===== config.mk =====
export PLATFORM = sky130hd
export DESIGN_NAME = systolic_sequencer
export DESIGN_NICKNAME = d
export VERILOG_FILES = /design/src/rtl/systolic_sequencer.sv
export SDC_FILE = /design/constraint.sdc
export NUM_CORES = 1
export LEC_CHECK = 0
export ABC_AREA = 1
export ABC_CLOCK_PERIOD_IN_PS = 3260
export BUFFER_PORTS_ARGS = -buffer_cell sky130_fd_sc_hd__buf_2
export CORE_MARGIN = 5
export CORE_UTILIZATION = 57
export CTS_BUF_LIST = sky130_fd_sc_hd__clkbuf_4 sky130_fd_sc_hd__clkbuf_8 sky130_fd_sc_hd__clkbuf_16
export DETAILED_ROUTE_END_ITERATION = 6
export PLACE_DENSITY_LB_ADDON = 0.15
export SETUP_SLACK_MARGIN = 0.02
export SLEW_MARGIN = 20
export SYNTH_ARGS = -nofsm -noshare
export SYNTH_HDL_FRONTEND = slang
export SYNTH_SLANG_ARGS = --single-unit

===== constraint.sdc =====
create_clock -name clk -period 3.26 [get_ports clk]
set_clock_uncertainty 0.05 [all_clocks]
set_input_delay 0.326 -clock clk [delete_from_list [all_inputs] [get_ports clk]]
set_output_delay 0.326 -clock clk [all_outputs]
set_load 0.02 [all_outputs]

===== src/rtl/systolic_sequencer.sv =====
// Run-level controller for an N x M output-stationary MAC array: clears the
// accumulators, issues skewed A/B feed enables and operand indices, then signals done.
module systolic_sequencer #(
    parameter int N       = 3,
    parameter int M       = 3,
    parameter int KW      = 8,
    parameter int MAC_LAT = 1
) (
    input  logic            clk,
    input  logic            rst,
    input  logic            start,
    input  logic [KW-1:0]   k_len,
    input  logic            abort,
    output logic            load,
    output logic [N-1:0]    a_en,
    output logic [M-1:0]    b_en,
    output logic [N*KW-1:0] a_k,
    output logic [M*KW-1:0] b_k,
    output logic            busy,
    output logic            done
);

    // Wide enough for K_max + N + M, so the run counter never wraps.
    localparam int TW = KW + $clog2(N + M) + 1;

    typedef enum logic [2:0] {
        S_IDLE,
        S_CLEAR,
        S_RUN,
        S_DRAIN,
        S_DONE
    } state_t;

    state_t          state_q, state_d;
    logic [TW-1:0]   t_q, t_d;
    logic [KW-1:0]   k_q, k_d;
    logic [TW-1:0]   last_t;

    logic            load_d, busy_d, done_d;
    logic [N-1:0]    a_en_d;
    logic [M-1:0]    b_en_d;
    logic [N*KW-1:0] a_k_d;
    logic [M*KW-1:0] b_k_d;

    // Final RUN count is T-1 = K+N+M-3; only used while K != 0, so it never underflows.
    assign last_t = TW'(k_q) + TW'(N + M) - TW'(3);

    // NOTE: every always_comb output gets a default first, so no path leaves a latch.
    always_comb begin
        state_d = state_q;
        t_d     = t_q;
        k_d     = k_q;
        unique case (state_q)
            S_IDLE: begin
                if (start && !abort) begin
                    state_d = S_CLEAR;
                    k_d     = k_len;
                    t_d     = '0;
                end
            end
            S_CLEAR: begin
                t_d = '0;
                if (abort)           state_d = S_IDLE;
                else if (k_q != '0)  state_d = S_RUN;
                else                 state_d = S_DONE;
            end
            S_RUN: begin
                if (abort) begin
                    state_d = S_IDLE;
                    t_d     = '0;
                end else if (t_q == last_t) begin
                    state_d = S_DRAIN;
                    t_d     = '0;
                end else begin
                    t_d = t_q + 1'b1;
                end
            end
            S_DRAIN: begin
                if (abort) begin
                    state_d = S_IDLE;
                    t_d     = '0;
                end else if (t_q == TW'(MAC_LAT - 1)) begin
                    state_d = S_DONE;
                    t_d     = '0;
                end else begin
                    t_d = t_q + 1'b1;
                end
            end
            S_DONE: begin
                state_d = S_IDLE;
                t_d     = '0;
            end
            default: begin
                state_d = S_IDLE;
                t_d     = '0;
            end
        endcase
    end

    // Outputs are decoded from the next state so the registered values line up with it.
    always_comb begin
        load_d = (state_d == S_CLEAR);
        busy_d = (state_d == S_CLEAR) || (state_d == S_RUN) || (state_d == S_DRAIN);
        done_d = (state_d == S_DONE);
        a_en_d = '0;
        b_en_d = '0;
        a_k_d  = '0;
        b_k_d  = '0;
        if (state_d == S_RUN) begin
            for (int i = 0; i < N; i++) begin
                if (t_d >= TW'(i) && t_d < TW'(i) + TW'(k_d)) begin
                    a_en_d[i]           = 1'b1;
                    a_k_d[i*KW +: KW]   = KW'(t_d - TW'(i));
                end
            end
            for (int j = 0; j < M; j++) begin
                if (t_d >= TW'(j) && t_d < TW'(j) + TW'(k_d)) begin
                    b_en_d[j]           = 1'b1;
                    b_k_d[j*KW +: KW]   = KW'(t_d - TW'(j));
                end
            end
        end
    end

    // NOTE: sequential state uses non-blocking assignments only.
    always_ff @(posedge clk) begin
        if (!rst) begin
            state_q <= S_IDLE;
            t_q     <= '0;
            k_q     <= '0;
            load    <= 1'b0;
            busy    <= 1'b0;
            done    <= 1'b0;
            a_en    <= '0;
            b_en    <= '0;
            a_k     <= '0;
            b_k     <= '0;
        end else begin
            state_q <= state_d;
            t_q     <= t_d;
            k_q     <= k_d;
            load    <= load_d;
            busy    <= busy_d;
            done    <= done_d;
            a_en    <= a_en_d;
            b_en    <= b_en_d;
            a_k     <= a_k_d;
            b_k     <= b_k_d;
        end
    end

endmodule


# Yosys cells after proc, flatten, opt, wreduce, memory -nomap -nowiden

Cells that the tools add are included.

Register bits: 53
Bits of input ports: 12
Word-level logic and storage cells: 64

Add/subtract/negate cells: 7
$lt $le $gt $ge: 6
Equality and inequality tests: 8
Muxes and demuxes: 19
Reduce and logical (&&, ||, !) cells: 14

Operators by type and width:

| cell                                                                    | count |
|---|---|
| 12-bit two-way mux                                                      | 5 |
| 12-bit one-hot mux with 3 select lines                                  | 1 |
| 12-bit by 1-bit >= comparator with 1-bit output (second input constant) | 2 |
| 12-bit by 9-bit < comparator with 1-bit output                          | 2 |
| 3-bit two-way mux                                                       | 7 |
| 8-bit two-way mux                                                       | 2 |
| 12-bit by 1-bit adder with 12-bit output (second input constant)        | 1 |
| 12-bit equality test                                                    | 1 |
| 3-bit by 2-bit equality test with 1-bit output (second input constant)  | 4 |
| 12-bit by 2-bit >= comparator with 1-bit output (second input constant) | 1 |
| 12-bit logical NOT                                                      | 1 |
| 12-bit by 8-bit < comparator with 1-bit output                          | 1 |
| 3-bit one-hot mux with 4 select lines                                   | 1 |
| 9-bit by 2-bit subtractor with 10-bit output (second input constant)    | 1 |
| 1-bit by 8-bit adder with 9-bit output (first input constant)           | 1 |
| 2-bit by 8-bit adder with 9-bit output (first input constant)           | 1 |
| 8-bit by 3-bit adder with 9-bit output (second input constant)          | 1 |
| 3-bit AND reduction                                                     | 3 |
| 8-bit nonzero test                                                      | 1 |
| 8-bit by 1-bit subtractor with 8-bit output (second input constant)     | 1 |
| 8-bit by 2-bit subtractor with 8-bit output (second input constant)     | 1 |
| 3-bit by 1-bit equality test with 1-bit output (second input constant)  | 2 |
| 1-bit logical AND                                                       | 4 |
| 3-bit equality test (second input constant)                             | 1 |
| other kinds (5)                                                         | 8 |

# Logic depth before layout (Yosys ltp)

Depth in word-level cells: 9
Depth in mapped cells: 25
Mapped depth without buffers: 25

# Least setup slack after synthesis

No wires, ideal clock.

Kind: register to register
Start point: reg k_q[0]
End point: reg b_k[14]
Library setup time: 0.116 ns
Arrival: 2.666 ns
Path slack: 0.427 ns
Stages on the path, launching flop included: 24
Path buffers: 0
Period minus slack after synthesis: 2.833 ns
Cells stage by stage: dfxtp_1 > inv_1 > ha_1 > inv_1 > nand2_1 > nor2_4 > nand3_2 > nand3_1 > nand2_1 > nor2_2 > nand3_2 > nand2_4 > nand2_4 > nand2_2 > o21ai_2 > inv_1 > ha_1 > nand3_1 > nor3_1 > nand3_1 > nand2_1 > inv_2 > nand3_4 > nor2_2

Word-level cells in the longest chain between the ends: 9

Ends and longest elaborated chain:

| element                                                                                                           | line | RTL |
|---|---|---|
| from (decl)                                                                                                       | 36   | `logic [KW-1:0] k_q, k_d;` |
| from (signal assigned)                                                                                            | 141  | `k_q <= k_d;` |
| 8-bit by 3-bit adder with 9-bit output *                                                                          | 46   | `assign last_t = TW'(k_q) + TW'(N + M) - TW'(3);` |
| 9-bit by 2-bit subtractor with 10-bit output *                                                                    | 46   |  |
| 12-bit equality test *                                                                                            | 71   | `end else if (t_q == last_t) begin` |
| 12-bit two-way mux *                                                                                              | 71   |  |
| 12-bit two-way mux *                                                                                              | 68   | `if (abort) begin` |
| 12-bit one-hot mux with 3 select lines *                                                                          | 53   | `unique case (state_q)` |
| via t_d[1]                                                                                                        | 35   | `logic [TW-1:0] t_q, t_d;` |
| 12-bit by 1-bit >= comparator with 1-bit output or 12-bit by 9-bit < comparator with 1-bit output (tied branches) | 117  | `if (t_d >= TW'(j) && t_d < TW'(j) + TW'(k_d)) begin` |
| 1-bit logical AND                                                                                                 | 117  |  |
| 3-bit AND reduction (no source line)                                                                              | --   |  |
| to (signal assigned)                                                                                              | 148  | `b_k <= b_k_d;` |
| to (decl)                                                                                                         | 18   | `output logic [M*KW-1:0] b_k,` |

The timed path passes the listed nets; every way through them passes the cells marked *.
A chain may end at the register's enable or synchronous reset.

# Worst setup path in the final report

Start point: reg k_q[0]
End point: reg b_k[8]

Word-level cells in the longest chain between the ends: 9

Ends and longest elaborated chain:

| element                                                                                                           | line |
|---|---|
| 8-bit by 3-bit adder with 9-bit output *                                                                          | 46 |
| 9-bit by 2-bit subtractor with 10-bit output *                                                                    | 46 |
| 12-bit equality test *                                                                                            | 71 |
| 12-bit two-way mux *                                                                                              | 71 |
| 12-bit two-way mux *                                                                                              | 68 |
| 12-bit one-hot mux with 3 select lines *                                                                          | 53 |
| via t_d[5]                                                                                                        | 35 |
| 12-bit by 1-bit >= comparator with 1-bit output or 12-bit by 9-bit < comparator with 1-bit output (tied branches) | 117 |
| 1-bit logical AND *                                                                                               | 117 |
| 3-bit AND reduction (no source line) *                                                                            | -- |

Marked as above.

==> impl_results.html <==
<table>
<tr><th>Metric</th><th>Value</th></tr>
<tr><th colspan="2">Synth</th></tr>
<tr><td>Post-synthesis net count</td><td>611</td></tr>
<tr><td>Sequential element share of the synthesized area</td><td>0.2662</td></tr>
<tr><td>Top area cells in the synthesized netlist</td><td>sky130_fd_sc_hd__dfxtp_1 (27%), sky130_fd_sc_hd__nand2_1 (11%), sky130_fd_sc_hd__ha_1 (10%)</td></tr>
<tr><td>Mean instance size in the synthesized netlist</td><td>~7.0 µm²</td></tr>
<tr><td>Total standard cell area after synthesis</td><td>roughly 0.0040 mm²</td></tr>
<tr><td>Yosys reg bits</td><td>between 50 and 60</td></tr>
<tr><td>Top cell type's share of synthesized area</td><td>0.2662</td></tr>
<tr><td>Post-synth EDFFs</td><td>0</td></tr>
<tr><td>Post-Syn Instances</td><td>~570</td></tr>
<tr><td>Number of different library cells in the post-synthesis netlist</td><td>40</td></tr>
<tr><td>FFs w/ async S/R, synth</td><td>0</td></tr>
<tr><td>Synth top cells by count</td><td>sky130_fd_sc_hd__nand2_1 (114), sky130_fd_sc_hd__inv_1 (76), sky130_fd_sc_hd__nor2_1 (62)</td></tr>
<tr><td>Yosys warnings</td><td>0</td></tr>
<tr><td>Main synth FF type</td><td>sky130_fd_sc_hd__dfxtp_1</td></tr>
<tr><td>Top-count cell post-synth</td><td>sky130_fd_sc_hd__nand2_1</td></tr>
<tr><td>Library cell with the largest summed area after synthesis</td><td>sky130_fd_sc_hd__dfxtp_1</td></tr>
<tr><th colspan="2">Timing</th></tr>
<tr><td>Setup violations, final</td><td>0</td></tr>
<tr><td>Unrepaired setup endpoints after global routing</td><td>no</td></tr>
<tr><td>Headroom to the max-slew limit</td><td>0.4573</td></tr>
<tr><td>Max frequency</td><td>about 340 MHz</td></tr>
<tr><td>Period minus WS final</td><td>just under 3000 ps</td></tr>
<tr><td>Share of the cycle needed by the critical path after routing</td><td>0.9124</td></tr>
<tr><td>Final Worst Setup Slack</td><td>about 290 ps</td></tr>
<tr><td>Slew at the pin closest to its max-slew limit</td><td>around 810 ps</td></tr>
<tr><td>Post-Route Setup TNS</td><td>0 ps</td></tr>
<tr><td>Max-slew violation total from the final report</td><td>0</td></tr>
<tr><td>Total count of hold-check failures in the final report</td><td>0</td></tr>
<tr><td>Worst slack on hold paths</td><td>roughly 150 ps</td></tr>
<tr><th colspan="2">Clock network</th></tr>
<tr><td>Clock latency on the worst-skew pair</td><td>320 ps</td></tr>
<tr><td>H-tree depth</td><td>2</td></tr>
<tr><td>Sinks on Clock Net</td><td>53</td></tr>
<tr><td>Cell at the root of the clock tree</td><td>sky130_fd_sc_hd__clkbuf_8</td></tr>
<tr><td>Hold-fix buffers, CTS</td><td>0</td></tr>
<tr><td>TritonCTS clock tree</td><td>yes</td></tr>
<tr><td>Cts bufs inserted</td><td>5</td></tr>
<tr><td>CTS clock-pin slew for the worst setup and hold paths</td><td>around 100 ps</td></tr>
<tr><td>Clock tree buffer depth</td><td>2</td></tr>
<tr><th colspan="2">Die</th></tr>
<tr><td>Overall die area</td><td>just under 0.009 mm²</td></tr>
<tr><td>Number of rows in the core area</td><td>30</td></tr>
<tr><td>Starting utilization of the core area</td><td>0.5867</td></tr>
<tr><td>Die span in x</td><td>roughly 94 µm</td></tr>
<tr><td>Die height</td><td>about 94 µm</td></tr>
<tr><td>Placeable core area</td><td>around 0.0068 mm²</td></tr>
<tr><td>Count of pins on the block boundary</td><td>between 60 and 70</td></tr>
<tr><th colspan="2">Power</th></tr>
<tr><td>PD cells</td><td>285.1 mW/mm²</td></tr>
<tr><td>Share of total power in sequential cells</td><td>0.515</td></tr>
<tr><td>Portion of total power attributed to combinational logic</td><td>0.175</td></tr>
<tr><td>Maximum vdd ir drop</td><td>around 0.14 mV</td></tr>
<tr><td>Net switching share of the total power</td><td>0.3072</td></tr>
<tr><td>Static leakage</td><td>2.494 nW</td></tr>
<tr><td>Switching Power</td><td>~400 µW</td></tr>
<tr><td>Clock Power Share</td><td>0.311</td></tr>
<tr><td>Internal Power</td><td>~900 µW</td></tr>
<tr><td>Final Total Pwr</td><td>around 1.3 mW</td></tr>
<tr><th colspan="2">Cells and area</th></tr>
<tr><td>Antenna diode count</td><td>0</td></tr>
<tr><td>Final core utilization</td><td>0.6702</td></tr>
<tr><td>Total of fill cells in the finished design</td><td>625</td></tr>
<tr><td>Post-route cell area</td><td>roughly 0.0046 mm²</td></tr>
<tr><td>Non-filler instance count after layout</td><td>between 700 and 800</td></tr>
<tr><td>Share of cells above drive strength 1</td><td>0.2932</td></tr>
<tr><td>Growth of design area from synthesis to finish</td><td>14.22%</td></tr>
<tr><td>Total Nets Final</td><td>a little under 700</td></tr>
<tr><th colspan="2">Worst setup path</th></tr>
<tr><td>Crit path launch type</td><td>flip-flop</td></tr>
<tr><td>Critical path class</td><td>reg2reg</td></tr>
<tr><td>Required time worst endpoint</td><td>about 3500 ps</td></tr>
<tr><td>Cell type of the slowest stage on the worst timing path</td><td>sky130_fd_sc_hd__dfxtp_2</td></tr>
<tr><td>Critical path launch point</td><td>k_q[0]</td></tr>
<tr><td>Arr. time, crit path</td><td>approximately 3200 ps</td></tr>
<tr><td>Most Frequent Cell on Critical Path</td><td>sky130_fd_sc_hd__nand2_1</td></tr>
<tr><td>Critical path capture point</td><td>b_k[8]</td></tr>
<tr><td>Worst R2R Start</td><td>k_q[0]</td></tr>
<tr><td>Capturing point of the worst reg2reg path</td><td>b_k[8]</td></tr>
<tr><td>Reg2reg path depth</td><td>22</td></tr>
<tr><td>Maximum fanout along the worst path</td><td>7</td></tr>
<tr><td>Nature of the critical path endpoint</td><td>flip-flop</td></tr>
<tr><td>Slowest Stage Delay on Critical Path</td><td>roughly 350 ps</td></tr>
<tr><td>Reg-to-reg slack, setup</td><td>approximately 290 ps</td></tr>
<tr><td>Cells along the critical path</td><td>inv_2 &gt; ha_4 &gt; inv_1 &gt; nand2_2 &gt; nand2_1 &gt; nand2_1 &gt; nand2_1 &gt; nor2_1 &gt; nand3_1 &gt; nor2_1 &gt; nand3_2 &gt; nand2_4 &gt; nand2_8 &gt; nand2_2 &gt; nand2_4 &gt; ha_1 &gt; a21o_1 &gt; nand4_1 &gt; nand2_1 &gt; nand2_2 &gt; nand3_4 &gt; nor2_2</td></tr>
<tr><th colspan="2">Routing</th></tr>
<tr><td>Number of remaining DRC errors</td><td>0</td></tr>
<tr><td>Total wirelength of the detailed-routed design</td><td>10.15 mm</td></tr>
<tr><td>Via count of the routed design</td><td>roughly 3700</td></tr>
<tr><td>Residual antenna-violating net count after detailed routing</td><td>0</td></tr>
<tr><td>Routed via count divided by cell count</td><td>between 5 and 6</td></tr>
<tr><td>Avg WL per Cell</td><td>between 10 and 15 µm</td></tr>
<tr><td>Iteration-0 DRC count of the detailed router</td><td>roughly 240</td></tr>
<tr><td>Pre-Repair DR Iteration Count</td><td>5</td></tr>
<tr><th colspan="2">Hold path</th></tr>
<tr><td>Class of the tightest hold or removal check</td><td>in2reg</td></tr>
<tr><td>Startpoint of the lowest-slack hold path</td><td>rst</td></tr>
<tr><th colspan="2">Outcome</th></tr>
<tr><td>Outcome</td><td>completed</td></tr>
<tr><th colspan="2">Flow run</th></tr>
<tr><td>Max-cap check violation count</td><td>0</td></tr>
<tr><th colspan="2">Placed design</th></tr>
<tr><td>Routability-driven placement congestion ratio</td><td>0.9230</td></tr>
<tr><td>Dpl hpwl</td><td>7.894 mm</td></tr>
<tr><td>Placement Setup Slack</td><td>21.70 ps</td></tr>
<tr><td>Number of cells in the design after placement</td><td>~710</td></tr>
<tr><td>Input/output buffers</td><td>68</td></tr>
<tr><td>Post-DP Area</td><td>between 0.004 and 0.005 mm²</td></tr>
<tr><th colspan="2">Global routing</th></tr>
<tr><td>Antenna violations before repair</td><td>0</td></tr>
<tr><td>GRT overflow</td><td>0</td></tr>
<tr><td>First-pass GRT wire length</td><td>around 16 mm</td></tr>
<tr><td>Number of global-route vias before repair</td><td>roughly 3400</td></tr>
<tr><td>Pin count of the biggest net entering global routing</td><td>26</td></tr>
<tr><td>GRT Resource Usage Total</td><td>0.2276</td></tr>
</table>
[how the worst min path moves through the flow]
| stage | endpoint | depth (start not counted) | slack [ps] |
|---|---|---|---|
| 2_1_floorplan | busy | 2 | 370 |
| 3_3_place_gp | busy | 3 | 480 |
| 5_1_grt | busy | 3 | 180 |
| 6_report | busy | 3 | 150 |
| 4_1_cts | busy | 3 | 160 |
| 3_5_place_dp | t_q[11] | 2 | 480 |
[power by group through the flow]
| stage | Clock, mW | Sequential (mW) | Combinational, mW |
|---|---|---|---|
| 6_report | 0.403 | 0.668 | 0.227 |
| 4_1_cts | 0.407 | 0.667 | 0.216 |
| 3_5_place_dp | 0 | 0.682 | 0.215 |
| 5_1_grt | 0.443 | 0.670 | 0.258 |
| 2_1_floorplan | 0 | 0.682 | 0.154 |
| 3_3_place_gp | 0 | 0.682 | 0.212 |
[final cells by class]
type / instances / area (µm²) / area share
well taps: 96 / 120.1 / 0.02638
flip-flops and latches: 53 / 1064 / 0.2336
inverters: 90 / 337.8 / 0.07420
clock inverters: 3 / 25.02 / 0.005496
multi-input cells: 394 / 2450 / 0.5381
repair buffers: 86 / 488.0 / 0.1072
clock buffers: 5 / 68.82 / 0.01511
[critical path: cells and delay by family, from the launching register on]
family          cells  cell delay, ps
compound gates      1             190
fa+ha+maj           2             500
buf+inv             2             150
flops               1             350
simple gates       17            1650
[state kept, by name (all words and copies together), names as in the netlist]
signal	cells
b_k	24
load	1
b_en	3
state_q	3
k_q	8
busy	1
t_q	12
done	1
[placed cells by master, fill, tap and decap left out, types with 2 or more instances in the layout]
| master | Yosys | routed |
|---|---|---|
| sky130_fd_sc_hd__nor2_1 | 62 | 62 |
| sky130_fd_sc_hd__a21oi_1 | 17 | 17 |
| sky130_fd_sc_hd__nor2_2 | 24 | 24 |
| sky130_fd_sc_hd__ha_1 | 32 | 30 |
| sky130_fd_sc_hd__nand3_2 | 3 | 3 |
| sky130_fd_sc_hd__o21ai_1 | 4 | 4 |
| sky130_fd_sc_hd__nand2_2 | 10 | 14 |
| sky130_fd_sc_hd__buf_2 | 2 | 68 |
| sky130_fd_sc_hd__dfxtp_1 | 53 | 51 |
| sky130_fd_sc_hd__a21o_1 | 2 | 2 |
| sky130_fd_sc_hd__buf_4 | 27 | 17 |
| sky130_fd_sc_hd__nand2_1 | 114 | 109 |
| sky130_fd_sc_hd__nor2_4 | 5 | 5 |
| sky130_fd_sc_hd__nand3_4 | 2 | 4 |
| sky130_fd_sc_hd__nand2_4 | 6 | 6 |
| sky130_fd_sc_hd__clkbuf_8 | 0 | 5 |
| sky130_fd_sc_hd__nand3_1 | 39 | 39 |
| sky130_fd_sc_hd__nand3b_1 | 2 | 2 |
| sky130_fd_sc_hd__o21ai_0 | 9 | 9 |
| sky130_fd_sc_hd__dfxtp_2 | 0 | 2 |
| sky130_fd_sc_hd__inv_2 | 13 | 16 |
| sky130_fd_sc_hd__nor3_2 | 1 | 3 |
| sky130_fd_sc_hd__xnor2_1 | 5 | 5 |
| sky130_fd_sc_hd__nand4_1 | 7 | 7 |
| sky130_fd_sc_hd__inv_6 | 0 | 2 |
| sky130_fd_sc_hd__inv_1 | 76 | 73 |
| sky130_fd_sc_hd__nor3_1 | 9 | 7 |
| sky130_fd_sc_hd__xor2_1 | 21 | 21 |
| sky130_fd_sc_hd__o21ai_4 | 2 | 3 |
| sky130_fd_sc_hd__o21ai_2 | 4 | 3 |
| sky130_fd_sc_hd__nor4_2 | 2 | 2 |
| sky130_fd_sc_hd__nor4_1 | 2 | 2 |
[cells by family after synthesis]
| kind of cell | share of synthesized area |
|---|---|
| and+or+nand+nor | 0.3644 |
| DFF | 0.2662 |
| xor gates and xnor gates | 0.05713 |
| AOI/OAI and AO/OA | 0.06905 |
| adders and majority gates | 0.1004 |
| buffers and inverters | 0.1428 |
[metal layers]
metal | up-vias | track usage | wire length [µm]
li1 | 1882 | - | -
met1 | 1664 | 0.2904 | 4478
met2 | 139 | 0.3996 | 4811
met3 | 11 | 0.03540 | 762
met4 | 0 | 0.05656 | 98
met5 | - | 0 | 0
[repair_timing]
action,4_1_cts,5_1_grt
endpoints found under the hold margin,0,0
setup endpoints to repair,9,27
pin swaps,0,8
gates resized for setup,1,19
buffers inserted,0,10
gates cloned,0,2
No activity file was read; power rests on OpenSTA's default activity.
